**src/rtl/unidade_controle_multiciclo.sv**
```systemverilog
// Multicycle control FSM for the RV64I datapath: owns the PC, fetches, decodes ld/sd/add/sub/addi
// and sequences every select and write enable. Define BEQ_EN to also accept beq.
module unidade_controle_multiciclo #(
    parameter int PC_W       = 5,
    parameter int PC_INICIAL = 0
) (
    input  logic            clk,
    input  logic            rst_n,
    input  logic [31:0]     instr,
    input  logic            zero,
    output logic [PC_W-1:0] endr,
    output logic [4:0]      Ra,
    output logic [4:0]      Rb,
    output logic [4:0]      Rw,
    output logic            we_reg,
    output logic            we_mem,
    output logic [63:0]     constante,
    output logic            soma_ou_subtrai,
    output logic            subtraindo,
    output logic [1:0]      escolhe_entrada1,
    output logic [1:0]      escolhe_entrada2,
    output logic            sel_din,
    output logic            parado
);

    typedef enum logic [2:0] {
        BUSCA = 3'd0,
        DECOD = 3'd1,
        EXEC  = 3'd2,
        MEM   = 3'd3,
        HALT  = 3'd4
    } estado_t;

    localparam logic [6:0] OP_LD   = 7'b0000011;
    localparam logic [6:0] OP_SD   = 7'b0100011;
    localparam logic [6:0] OP_R    = 7'b0110011;
    localparam logic [6:0] OP_ADDI = 7'b0010011;
    localparam logic [6:0] OP_BEQ  = 7'b1100011;

    localparam logic [1:0] SEL_A = 2'd1;
    localparam logic [1:0] SEL_B = 2'd0;
    localparam logic [1:0] SEL_C = 2'd2;

    localparam logic [PC_W-1:0] PC_UM = {{(PC_W-1){1'b0}}, 1'b1};

    estado_t         r_state;
    estado_t         w_state_next;
    logic [PC_W-1:0] r_pc;
    logic [PC_W-1:0] w_pc_next;
    logic [PC_W-1:0] w_pc_target;
    logic [31:0]     r_ir;

    logic [31:0] w_word;
    logic [6:0]  w_op;
    logic [2:0]  w_f3;
    logic [6:0]  w_f7;
    logic [4:0]  w_rd;
    logic [4:0]  w_rs1;
    logic [4:0]  w_rs2;
    logic [63:0] w_imm_i;
    logic [63:0] w_imm_s;

    logic        w_legal;
    logic        w_is_ld;
    logic        w_is_sd;
    logic        w_is_alu;
    logic        w_is_beq;
    logic        w_sub;
    logic [1:0]  w_in1;
    logic [1:0]  w_in2;
    logic [63:0] w_imm;
    logic [4:0]  w_ra;
    logic [4:0]  w_rb;
    logic [4:0]  w_rw;
    logic        w_sel_din;
    logic        w_drive;

    // instr is only valid during DECOD; afterwards the latched IR keeps the selects stable.
    assign w_word  = (r_state == DECOD) ? instr : r_ir;
    assign w_op    = w_word[6:0];
    assign w_f3    = w_word[14:12];
    assign w_f7    = w_word[31:25];
    assign w_rd    = w_word[11:7];
    assign w_rs1   = w_word[19:15];
    assign w_rs2   = w_word[24:20];
    assign w_imm_i = {{52{w_word[31]}}, w_word[31:20]};
    assign w_imm_s = {{52{w_word[31]}}, w_word[31:25], w_word[11:7]};

    always_comb begin
        w_legal   = 1'b0;
        w_is_ld   = 1'b0;
        w_is_sd   = 1'b0;
        w_is_alu  = 1'b0;
        w_is_beq  = 1'b0;
        w_sub     = 1'b0;
        w_in1     = SEL_B;
        w_in2     = SEL_B;
        w_imm     = 64'd0;
        w_ra      = 5'd0;
        w_rb      = 5'd0;
        w_rw      = 5'd0;
        w_sel_din = 1'b0;
        case (w_op)
            OP_LD: if (w_f3 == 3'b011) begin
                w_legal = 1'b1;
                w_is_ld = 1'b1;
                w_rb    = w_rs1;
                w_in2   = SEL_C;
                w_imm   = w_imm_i;
                w_rw    = w_rd;
            end
            OP_SD: if (w_f3 == 3'b011) begin
                w_legal = 1'b1;
                w_is_sd = 1'b1;
                w_rb    = w_rs1;
                w_ra    = w_rs2;
                w_in2   = SEL_C;
                w_imm   = w_imm_s;
            end
            OP_R: if (w_f3 == 3'b000 && (w_f7 == 7'b0000000 || w_f7 == 7'b0100000)) begin
                w_legal   = 1'b1;
                w_is_alu  = 1'b1;
                w_ra      = w_rs1;
                w_rb      = w_rs2;
                w_in1     = SEL_A;
                w_sub     = w_f7[5];
                w_rw      = w_rd;
                w_sel_din = 1'b1;
            end
            OP_ADDI: if (w_f3 == 3'b000) begin
                w_legal   = 1'b1;
                w_is_alu  = 1'b1;
                w_rb      = w_rs1;
                w_in2     = SEL_C;
                w_imm     = w_imm_i;
                w_rw      = w_rd;
                w_sel_din = 1'b1;
            end
`ifdef BEQ_EN
            OP_BEQ: if (w_f3 == 3'b000) begin
                w_legal  = 1'b1;
                w_is_beq = 1'b1;
                w_ra     = w_rs1;
                w_rb     = w_rs2;
                w_in1    = SEL_A;
                w_sub    = 1'b1;
            end
`endif
            default: w_legal = 1'b0;
        endcase
    end

`ifdef BEQ_EN
    logic [63:0] w_imm_b;
    // B offset is taken literally as a word count, so its implicit zero LSB stays in.
    assign w_imm_b     = {{51{w_word[31]}}, w_word[31], w_word[7], w_word[30:25], w_word[11:8], 1'b0};
    assign w_pc_target = (w_is_beq && zero) ? (r_pc + w_imm_b[PC_W-1:0]) : (r_pc + PC_UM);
`else
    logic w_unused_zero;
    assign w_unused_zero = zero ^ (w_op == OP_BEQ);
    assign w_pc_target   = r_pc + PC_UM;
`endif

    always_comb begin
        w_state_next     = r_state;
        w_pc_next        = r_pc;
        w_drive          = 1'b0;
        Ra               = 5'd0;
        Rb               = 5'd0;
        Rw               = 5'd0;
        we_reg           = 1'b0;
        we_mem           = 1'b0;
        constante        = 64'd0;
        soma_ou_subtrai  = 1'b0;
        subtraindo       = 1'b0;
        escolhe_entrada1 = 2'd0;
        escolhe_entrada2 = 2'd0;
        sel_din          = 1'b0;
        parado           = 1'b0;
        case (r_state)
            BUSCA: w_state_next = DECOD;
            DECOD: begin
                w_drive      = w_legal;
                w_state_next = w_legal ? EXEC : HALT;
            end
            EXEC: begin
                w_drive = 1'b1;
                if (w_is_ld) begin
                    w_state_next = MEM;
                end else begin
                    we_reg       = w_is_alu && (w_rd != 5'd0);
                    we_mem       = w_is_sd;
                    w_pc_next    = w_pc_target;
                    w_state_next = BUSCA;
                end
            end
            MEM: begin
                w_drive      = 1'b1;
                we_reg       = (w_rd != 5'd0);
                w_pc_next    = r_pc + PC_UM;
                w_state_next = BUSCA;
            end
            HALT: parado = 1'b1;
            default: w_state_next = BUSCA;
        endcase
        if (w_drive) begin
            Ra               = w_ra;
            Rb               = w_rb;
            Rw               = w_rw;
            constante        = w_imm;
            soma_ou_subtrai  = 1'b1;
            subtraindo       = w_sub;
            escolhe_entrada1 = w_in1;
            escolhe_entrada2 = w_in2;
            sel_din          = w_sel_din;
        end
    end

    assign endr = r_pc;

    always_ff @(posedge clk or negedge rst_n) begin
        if (!rst_n) begin
            r_state <= BUSCA;
            r_pc    <= PC_W'(PC_INICIAL);
            r_ir    <= 32'd0;
        end else begin
            r_state <= w_state_next;
            r_pc    <= w_pc_next;
            if (r_state == DECOD) begin
                r_ir <= instr;
            end
        end
    end

endmodule

```
**config.mk**
```make
export PLATFORM = sky130hd
export DESIGN_NAME = unidade_controle_multiciclo
export DESIGN_NICKNAME = d
export VERILOG_FILES = /design/src/rtl/unidade_controle_multiciclo.sv
export SDC_FILE = /design/constraint.sdc
export NUM_CORES = 1
export LEC_CHECK = 0
export CORE_MARGIN = 4
export CORE_UTILIZATION = 45
export DETAILED_ROUTE_END_ITERATION = 16
export GPL_ROUTABILITY_DRIVEN = 0
export PLACE_DENSITY = 0.87
export SYNTH_ARGS = -nofsm -noshare
export SYNTH_HDL_FRONTEND = slang
export SYNTH_SLANG_ARGS = --single-unit
```
**constraint.sdc**
```tcl
create_clock -name clk -period 18.59 [get_ports clk]
set_input_delay 5.577 -clock clk [delete_from_list [all_inputs] [get_ports clk]]
set_output_delay 5.577 -clock clk [all_outputs]
set_load 0.005 [all_outputs]
```
# ---- Word-level counts from Yosys, hierarchy flattened
# Index checks and enable logic that the tools add are counted.
# W data, S select, Z words.
dict set report word_totals {
  output_inout_bits 94
  input_bits 35
  elab_cells 76
  reg_bits 40
}
dict set report classes {
  add_sub_neg 1
  muxes 50
  n_reduce_logical 11
  n_eq_ne 11
}
# operator n
set op_table {}
lappend op_table {{$mux W64} 4}
lappend op_table {{$pmux W64 S3} 1}
lappend op_table {{$mux W5} 12}
lappend op_table {{$mux W32} 1}
lappend op_table {{$pmux W5 S3} 2}
lappend op_table {{$eq A7 B6 Y1 const B} 3}
lappend op_table {{$pmux W5 S2} 2}
lappend op_table {{$mux W1} 16}
lappend op_table {{$pmux W3 S4} 1}
lappend op_table {{$mux W2} 5}
lappend op_table {{$eq A3 B2 Y1 const B} 3}
lappend op_table {{$eq A7 B2 Y1 const B} 1}
lappend op_table {{$eq A7 B5 Y1 const B} 1}
lappend op_table {{$logic_not A7 Y1} 1}
lappend op_table {{$logic_not A3 Y1} 2}
lappend op_table {{$pmux W1 S2} 3}
lappend op_table {{$add A5 B1 Y5 const B} 1}
lappend op_table {{$reduce_bool A5 Y1} 1}
lappend op_table {{$pmux W2 S2} 1}
lappend op_table {{$reduce_or A2 Y1} 2}
lappend op_table {{$eq A3 B1 Y1 const B} 1}
lappend op_table {{$eq A3 B3 Y1 const B} 1}
lappend op_table {{$mux W3} 1}
lappend op_table {{$pmux W1 S3} 1}
lappend op_table {{other kinds (5)} 6}

# ---- Logic depth before layout (Yosys ltp)
dict set report logic_depth {
  ltp_word 10
  mapped_depth 10
  mapped_depth_nobuf 7
}

# ---- Worst setup path before layout
# No wires, ideal clock.
dict set report synth_timing {
  path_type {input-to-output}
  start {input instr[2]}
  end {output constante[12]}
  path_buffers 2
  cell_stages 7
  arrival_time_ps 8668
  required_ps 13013
  path_slack_ps 4345
  path_cell_list {nor4bb_1 -> nand2b_1 -> mux2i_1 -> clkbuf_1 -> nand2_1 -> nor2_1 -> buf_4}
}
dict set report synth_via {
  elab_chain_cells 6
  elab_cells_between_ends 10
  classes_between {eq/ne (4); mux (5); reduce/logical (1)}
}
# element line
set synth_rtl {}
lappend synth_rtl {{start: declaration} 9} ;# input logic [31:0] instr,
lappend synth_rtl {{$mux W32 *} n/a}
lappend synth_rtl {{$eq A7 B6 Y1 / $eq A7 B2 Y1 (equally long branches)} 103} ;# case (w_op)
lappend synth_rtl {{$reduce_or A2 Y1 (no source line)} n/a}
lappend synth_rtl {{$pmux W1 S3} 103}
lappend synth_rtl {{$pmux W1 S2} 180} ;# case (r_state)
lappend synth_rtl {{$mux W64 *} 206} ;# if (w_drive) begin
lappend synth_rtl {{end: declaration} 17} ;# output logic [63:0] constante,
# Every way passes the cells marked *; elsewhere a longest branch is shown, timed or not.

# ---- Worst setup path in the final report
dict set report layout_timing {
  start {input instr[1]}
  end {output constante[58]}
}
# Same word-level chain as after synthesis.

==> metrics.cfg <==
[timing]
final-setup-viol-count = 0
period_needed_ns = 14.45
fin_crit_sh_pct = 77.71
tns_ns = 0
worstMarginPinSlew_ns = 1.047
hold_viol = 0
finClkSkew_ns = 0.009531
slew_violations = 0
maxSlewHeadroom_pct = 29.73
worst_slack_ns = 4.143
rsz0062_at_grt = no
max_freq_mhz = 69.22

[final_layout]
fillers = 508
diodes = 0
synthToLayoutAreaGrowth_pct = 36.32
drive_gt1_share_pct = 5.392
fin_nets = 443

[run]
drv_cap = 0

[synthesis]
synthCells = 338
synth_top_cell_area_share_pct = 36.78
synth_top_area_cell = dfrtp_1
synth-edff-count = 0
synth-seq-cells = 40
synth_area_leaders = dfrtp_1 37%, buf_4 15%, nand2_1 14%, mux2i_1 3.7%, nor2_1 3.2%
yosysMostFrequentCell = nand2_1
synthArstFlopShare_pct = 100.0
avgSynthCellArea_um2 = 8.051
netlist_area_um2 = 2721
ys.flop_type = dfrtp_1
synth.distinct_cells = 40
synth_warnings = 0
ys_seq_area_share_pct = 36.78
synth_commonest_cells = 100 x nand2_1, 55 x buf_4, 40 x dfrtp_1

[worst_setup_path]
crit_required_ns = 13.01
timing.rr.start = r_state[2]$_DFFE_PN0N_
cp_top_family = buffers and inverters
cp-startpoint = instr[1]
critical_path_buf_inv_count = 3
cpMostUsedCell = clkdlybuf4s50_1
worstSetupPathType = in -> out
critPathSlowestCell = mux2i_1
crit_path_max_incr_delay_ns = 0.80
path_cells = clkdlybuf4s50_1 -> nor4bb_1 -> nand2b_1 -> mux2i_1 -> nand2_1 -> nor2_2 -> buf_4 -> clkdlybuf4s50_1
worstSetupEndpointType = primary output
startpoint_type = input port
crit_fanout = 53
cp_data_arrival_time_ns = 8.87

[drt]
drt_first_pass_iters = 5
routedWlPerCell_um = 14.77
drc = 0
detail-route-antenna-nets = 0
drt_iter0_markers = 204
vias = 2447
drt-total-wl_um = 7135
vias_per_cell = 5.066

[worst_hold_path]
hp-class = reg -> reg
min-delay-start = r_ir[3]$_DFF_PN0_

[clock_network]
cts_sinks = 40
cts_max_level = 2
clk_latency_ns = 0.29
clock_path_buffers = 2
hold_buffers = 0
cts_tree = yes
cts_made_buffers = 5
ctsResizeCount = 0
post_cts.repair.setup_buffers = 0
clkTransAtPathRegs_ns = 0.07
clock-root-buffer = clkbuf_8

[global_routing]
grt_pass1_vias = 2439
grt_max_degree = 54
grt_pass1_wl_um = 11480
antenna_found_initial = 0
gr-total-overflow = 0
grt_usage_pct = 19.01

[die]
die_x_um = 85.77
core_um2 = 5886
placementRows = 28
start_util_pct = 46.24
ioPinCount = 129
die_area_um2 = 7356
die_y_um = 85.77

[placed_design]
place_worst_setup_slack_ns = 4.173
dpl.hpwl_um = 5454
port_buffers = 125

[power_and_ir_drop]
powerDensity_nw_per_um2 = 97.75
vdd_drop_max_uv = 50.49
p_leak_uw = 0.001517

[status]
status = finished clean

## worst register-to-register path: stages, from the launching register on
cell     delay, ns
dfrtp_1       0.51
nor3b_4       0.70
buf_4         0.44
mux2_2        0.42
a21oi_1       0.27
nor2_1        0.07
nor3_1        0.13
## where the power goes
part / total (uW) / internal [uW] / switching (uW)
combinational: 149 / 55.6 / 93.3
clock: 68.7 / 39.8 / 28.8
sequential: 145 / 124 / 20.9
total: 363 / 220 / 143
## cells by family after synthesis
kind of cell	count (synthesis)	synth area share [%]
AOI/OAI and AO/OA	32	8.276
xor gates and xnor gates	4	1.288
adders and majority gates	1	0.4597
buffers and inverters	76	19.17
DFF	40	36.78
muxes	12	4.506
other	1	0.1378
and+or+nand+nor	172	29.38
## through the flow
stage          total power (uW)  utilization [%]  hold WS, ns  instance area, um2  instances
5_1_grt                   390.0            63.03       0.5040                3710        483
2_1_floorplan             257.5                -       0.4369                2725        339
6_report                  362.6            63.03       0.4801                3710        483
4_1_cts                   363.2            63.03       0.4882                3710        483
3_5_place_dp              294.4            61.20       0.4704                3602        475
3_3_place_gp              287.6            61.20       0.4505                3602        475
## cells in the final DEF, fill, tap and decap left out, types with 2 or more instances in the layout
cell | Yosys | final
nand2_1 | 100 | 100
nand4_1 | 3 | 3
xnor2_1 | 3 | 3
mux2_2 | 2 | 2
nand2b_1 | 3 | 3
or2_2 | 2 | 2
mux2i_1 | 10 | 10
clkdlybuf4s50_1 | 0 | 124
nor3b_1 | 3 | 3
nor4bb_1 | 4 | 4
dfrtp_1 | 40 | 40
o22ai_1 | 6 | 6
nor2_1 | 23 | 22
nand3_1 | 11 | 11
a32oi_1 | 7 | 7
a21oi_1 | 12 | 12
or4_1 | 2 | 2
buf_4 | 55 | 3
nor3_1 | 7 | 7
clkbuf_8 | 0 | 5
conb_1 | 1 | 2
nor2b_1 | 5 | 5
inv_1 | 8 | 8
nand4b_1 | 4 | 4
## state kept, by name, summed over array words and instances, names as in the netlist
signal,count
r_ir,32
endr,5
r_state,3
## worst paths after layout
path,end,slack (ns),cells past startpoint
worst max-delay path,constante[58],4.14,8
worst min-delay path,r_ir[3]$_DFF_PN0_,0.48,2
worst max register to register,r_state[0]$_DFFE_PN0N_,15.98,6
worst min register to register,r_ir[3]$_DFF_PN0_,0.48,2
max in group asynchronous,r_ir[31]$_DFF_PN0_,12.65,1
min in group asynchronous,r_ir[22]$_DFF_PN0_,5.40,1
## metal layers
metal / global-route usage, % / vias to the layer above / wire length (um)
li1: - / 1202 / -
met1: 24.18 / 1129 / 2991
met2: 33.19 / 110 / 3527
met3: 4.515 / 6 / 553
met4: 3.597 / 0 / 63
met5: 0 / - / 0
## area by class of cell
| class | count | area [um2] | area share, % |
|---|---|---|---|
| inverter | 9 | 33.78 | 0.9106 |
| tap | 75 | 93.84 | 2.530 |
| sequential | 40 | 1001 | 26.98 |
| clock inverter | 2 | 35.03 | 0.9444 |
| timing repair buffer | 128 | 1269 | 34.20 |
| multi-input combinational | 223 | 1205 | 32.48 |
| clock buffer | 6 | 72.57 | 1.956 |
Note: power is estimated with default switching activity, not from simulation.
